[src/rtl/alu_unit_pkg.sv]
// Shared ALU select encodings and datapath sizing for the RV32I execute stage.
// Imported by alu_unit, alu_shifter, the instruction decoder and the benches.
package alu_unit_pkg;

  localparam int unsigned AluWidth  = 32;
  localparam int unsigned AluShamtW = 5;

  localparam logic [3:0] ALU_ADD  = 4'd0;
  localparam logic [3:0] ALU_SUB  = 4'd1;
  localparam logic [3:0] ALU_SLL  = 4'd2;
  localparam logic [3:0] ALU_SLT  = 4'd3;
  localparam logic [3:0] ALU_SLTU = 4'd4;
  localparam logic [3:0] ALU_XOR  = 4'd5;
  localparam logic [3:0] ALU_SRL  = 4'd6;
  localparam logic [3:0] ALU_SRA  = 4'd7;
  localparam logic [3:0] ALU_OR   = 4'd8;
  localparam logic [3:0] ALU_AND  = 4'd9;
  localparam logic [3:0] ALU_LUI  = 4'd10;

endpackage

[src/rtl/alu_shifter.sv]
// Combinational SLL/SRL/SRA unit; drives zero for any non-shift select.
module alu_shifter
  import alu_unit_pkg::*;
#(
  parameter int unsigned WIDTH   = 32,
  parameter int unsigned SHAMT_W = 5
) (
  input  logic [3:0]         i_alusel,
  input  logic [WIDTH-1:0]   i_data,
  input  logic [SHAMT_W-1:0] i_shamt,
  output logic [WIDTH-1:0]   o_result
);

  always_comb begin
    o_result = '0;
    case (i_alusel)
      ALU_SLL: o_result = i_data << i_shamt;
      ALU_SRL: o_result = i_data >> i_shamt;
      ALU_SRA: o_result = $unsigned($signed(i_data) >>> i_shamt);
      default: o_result = '0;
    endcase
  end

endmodule

[src/rtl/alu_unit.sv]
// RV32I two-operand ALU with a registered result (one-cycle latency).
// Synchronous active-high reset clears the result register.
module alu_unit
  import alu_unit_pkg::*;
#(
  parameter int unsigned WIDTH   = 32,
  parameter int unsigned SHAMT_W = 5
) (
  input  logic             I_clk,
  input  logic             I_rst,
  input  logic [3:0]       I_alusel,
  input  logic [WIDTH-1:0] I_data1,
  input  logic [WIDTH-1:0] I_data2,
  output logic [WIDTH-1:0] O_data
);

  logic [WIDTH-1:0] w_shift;
  logic [WIDTH-1:0] w_result;
  logic [WIDTH-1:0] r_data;

  // Only the low shift-amount bits of B reach the shifter; upper bits are ignored.
  alu_shifter #(
    .WIDTH   (WIDTH),
    .SHAMT_W (SHAMT_W)
  ) u_shifter (
    .i_alusel (I_alusel),
    .i_data   (I_data1),
    .i_shamt  (I_data2[SHAMT_W-1:0]),
    .o_result (w_shift)
  );

  always_comb begin
    w_result = '0;
    case (I_alusel)
      ALU_ADD:  w_result = I_data1 + I_data2;
      ALU_SUB:  w_result = I_data1 - I_data2;
      ALU_SLL,
      ALU_SRL,
      ALU_SRA:  w_result = w_shift;
      ALU_SLT:  w_result = {{(WIDTH-1){1'b0}}, ($signed(I_data1) < $signed(I_data2))};
      ALU_SLTU: w_result = {{(WIDTH-1){1'b0}}, (I_data1 < I_data2)};
      ALU_XOR:  w_result = I_data1 ^ I_data2;
      ALU_OR:   w_result = I_data1 | I_data2;
      ALU_AND:  w_result = I_data1 & I_data2;
      ALU_LUI:  w_result = I_data2;
      default:  w_result = '0;
    endcase
  end

  always_ff @(posedge I_clk) begin
    if (I_rst) begin
      r_data <= '0;
    end else begin
      r_data <= w_result;
    end
  end

  assign O_data = r_data;

endmodule

[config.mk]
export PLATFORM = sky130hd
export DESIGN_NAME = alu_unit
export DESIGN_NICKNAME = d
export VERILOG_FILES = /design/src/rtl/alu_unit_pkg.sv /design/src/rtl/alu_shifter.sv /design/src/rtl/alu_unit.sv
export SDC_FILE = /design/constraint.sdc
export NUM_CORES = 1
export LEC_CHECK = 0
export ABC_AREA = 1
export CAP_MARGIN = 5
export CORE_UTILIZATION = 35
export CTS_CLUSTER_SIZE = 30
export DETAILED_ROUTE_END_ITERATION = 12
export PLACE_DENSITY = 0.62
export SETUP_SLACK_MARGIN = 0.05
export SKIP_LAST_GASP = 1
export SLEW_MARGIN = 0
export SYNTH_ARGS = -nofsm -noshare
export SYNTH_HDL_FRONTEND = slang
export SYNTH_HIERARCHICAL = 1
export SYNTH_SLANG_ARGS = --single-unit
[constraint.sdc]
create_clock -name I_clk -period 5.38 [get_ports I_clk]
set_input_delay 1.076 -clock I_clk [delete_from_list [all_inputs] [get_ports I_clk]]
set_output_delay 1.076 -clock I_clk [all_outputs]
set_load 0.05 [all_outputs]
==> impl_metrics.py <==
metrics = {
    "status": {
        "status": "finished clean",
    },
    "timing": {
        "drv_slew": 0,
        "fin_tns_setup_ns": 0,
        "finalHoldViolCount": 0,
        "setup_viol": 0,
        "tightest_slew_ns": 0.952,
        "rsz0062_at_grt": "no",
        "fin_crit_sh_pct": 73.2,
        "fmax_mhz": 254,
        "period_minus_slack_ns": 3.94,
        "relSlewSlack_pct": 36.6,
    },
    "floorplanning": {
        "ios": 102,
        "initial_core_util_pct": 35.6,
        "die-width_um": 181,
        "core_area_um2": 31600,
        "chipHeight_um": 181,
        "dieArea_um2": 32900,
        "num_rows": 65,
    },
    "synth": {
        "yosys.area_share.simple_pct": 54.5,
        "synth_top_family_by_area": "simple AND/OR/NAND/NOR gates",
        "yosysSeqAreaShare_pct": 5.69,
        "netlist_area_um2": 11300,
        "synth_cells": 2238,
        "synth_cell_type_count": 47,
        "synth-xor-area-share_pct": 0,
        "avgSynthCellArea_um2": 5.03,
        "synth_area_leader_cell": "nand2_1",
        "synthFlopType": "dfxtp_1",
        "synth_mux_area_share_pct": 0,
        "ys_top_cells_by_area": "nand2_1, nand3_1, ha_1",
        "synth_nets": 2406,
        "ys_async_sr_fraction_pct": 0,
        "synthDominantCellAreaShare_pct": 25.0,
        "synth.ff_latch_count": 32,
        "synth_fa_ha_area_share_pct": 11.0,
        "ys_warn_count": 6,
        "synth_edf_count": 0,
        "synth-compound-area-share_pct": 12.3,
    },
    "clock_tree": {
        "ctsHoldBuffers": 0,
        "clk_path_buf_depth": 2,
        "cts_made_buffers": 5,
        "clk_pin_slew_worst_paths_ns": 0.07,
        "cts_tree": "built",
        "cts_sinks": 32,
        "cts_resized": 0,
        "cts_root_buffer": "clkbuf_16",
        "post_cts_buffers": 0,
        "ctsHtreeMaxLevel": 2,
    },
    "run": {
        "cap_violations": 0,
    },
    "setup_path": {
        "setup.worst_path.class": "input pin to flop",
        "crit_family": "simple AND/OR/NAND/NOR gates",
        "cp-startpoint": "I_data2[4]",
        "crit_fanout": 12,
        "setup.worst_path.end_class": "flop",
        "path_cells": "clkdlybuf4s50_1 > inv_1 > ha_1 > nand2_1 > nor2_1 > nand2_1 > nand3_1 > nand2_1 > nand2_1 > nand2_1 > nand2_1 > nand2_1 > nand3_1 > nand3_1 > nand2_1 > inv_1",
        "start_kind": "input pin",
        "crit_buf_inv": 3,
        "critPathMaxStageDelay_ns": 0.83,
        "crit_top_cell": "nand2_1",
        "slowest_stage": "clkdlybuf4s50_1",
        "arrival_ns": 4.14,
        "required_ns": 5.58,
    },
    "pwr": {
        "intPower_uw": 779,
        "power.share.switching_pct": 55.1,
        "p_leak_nw": 6.87,
        "power_density_nw_per_um2": 139,
        "peakVddDrop_mv": 0.103,
        "p_switching_uw": 956,
        "clkPwrFrac_pct": 18.3,
        "seqPwrFrac_pct": 15.0,
        "p_total_mw": 1.74,
        "comb_power_share_pct": 66.7,
    },
    "route": {
        "avgViaCountPerCell": 5.64,
        "dr.pass1.iters": 6,
        "antenna_left": 0,
        "drt_wl_total_mm": 51.7,
        "drt_iter0_markers": 1819,
        "vias": 15100,
        "route.detailed.drc": 0,
        "wire_per_inst_um": 19.3,
    },
    "global_route": {
        "grt_usage_pct": 30.7,
        "grt_max_degree": 69,
        "grt.overflow.total": 0,
        "grt_pass1_vias": 13800,
        "grt_first_pass_wirelength_mm": 77.9,
        "grt_antenna_before_repair": 0,
    },
    "placement": {
        "routabilityCongestion": 1.04,
        "post-dp-hpwl_mm": 41.3,
        "portBuffers": 101,
    },
    "min_path": {
        "hold_path_class": "input pin to flop",
        "hp-start": "I_rst",
    },
    "finish": {
        "largest_reg_flops": 32,
        "final_core_util_pct": 39.6,
        "drive_gt1_share_pct": 4.67,
        "layout.nets": 2436,
        "syn_to_final_growth_pct": 11.2,
        "antenna_cells": 0,
    },
}
[metrics by stage]
stage / setup slack (ns) / cell area, um^2 / hold slack, ns / std cells
4_1_cts: 1.52 / 12500 / 1.54 / 2671
3_3_place_gp: 1.24 / 12400 / 1.85 / 2663
5_1_grt: 1.17 / 12500 / 1.56 / 2671
3_5_place_dp: 1.21 / 12400 / 1.84 / 2663
6_report: 1.44 / 12500 / 1.53 / 2671
2_1_floorplan: 2.72 / 11300 / 1.15 / 2238
[final timing paths]
kind  slack (ns)  cells past startpoint    endpoint
max         1.44                     16  O_data[21]
min         1.53                      3  O_data[17]
[layer usage]
| metal | vias to the layer above | routed length (um) | GRT usage (%) | share of wire, % |
|---|---|---|---|---|
| met5 | - | 0 | 0 | 0 |
| met4 | 0 | 2620 | 14.9 | 5.1 |
| met3 | 137 | 4240 | 2.88 | 8.2 |
| met2 | 753 | 23500 | 51.0 | 45 |
| met1 | 6946 | 21300 | 39.6 | 41 |
| li1 | 7238 | - | - | - |
[cells by family after synthesis]
family,Yosys count
simple gates,1425
compound gates,238
flops,32
buf+inv,445
fa+ha+maj,98
[synthesized netlist by cell type (2+ instances only)]
cell,instances
buf_4,11
o21ai_0,48
nor4_1,4
buf_2,54
nand3_1,398
o22ai_1,40
nand3_2,7
o21ai_1,21
clkinv_1,6
and2_1,8
nand4_1,23
o2111ai_1,3
o221ai_1,2
o21ai_2,2
buf_6,5
nand2_1,751
ha_1,96
buf_1,3
o21bai_1,9
a211oi_1,16
o211ai_1,11
a21oi_1,76
nand2_2,16
nor2_2,17
nor3_1,22
a21oi_2,3
inv_2,28
clkbuf_1,17
inv_1,317
a31oi_1,5
nor2_1,171
fa_1,2
dfxtp_1,32
[power by group through the flow]
stage / sequential (mW) / clock, mW / combinational (mW)
final: 0.260 / 0.317 / 1.16
after detailed placement: 0.265 / 0 / 1.12
after global placement: 0.265 / 0 / 1.12
after CTS: 0.260 / 0.320 / 1.13
after floorplan: 0.321 / 0 / 0.706
after global routing: 0.261 / 0.326 / 1.26
[cell type report]
cell class,count,area [um^2]
flip-flops and latches,32,641
multi-input cells,1761,8770
inverters,353,1340
fillers,3627,19100
repair buffers,115,1120
clock buffers,6,139
well taps,402,503
clock inverters,2,10.0
[worst min-delay path, cell delays in order]
cell and delay (ns):
clkdlybuf4s50_1 0.40, buf_4 0.21, nor2_1 0.11
[cells in the final DEF (no fill, tap or decap), drive strengths merged, types with 11 or more instances in the layout]
| master | n |
|---|---|
| nand2 | 768 |
| nand3 | 406 |
| inv | 347 |
| nor2 | 189 |
| clkdlybuf4s50 | 99 |
| ha | 96 |
| a21oi | 79 |
| o21ai | 71 |
| o22ai | 40 |
| dfxtp | 32 |
| nand4 | 23 |
| nor3 | 22 |
| a211oi | 16 |
| buf | 16 |
| o211ai | 11 |
(Power assumes the default switching activity.)
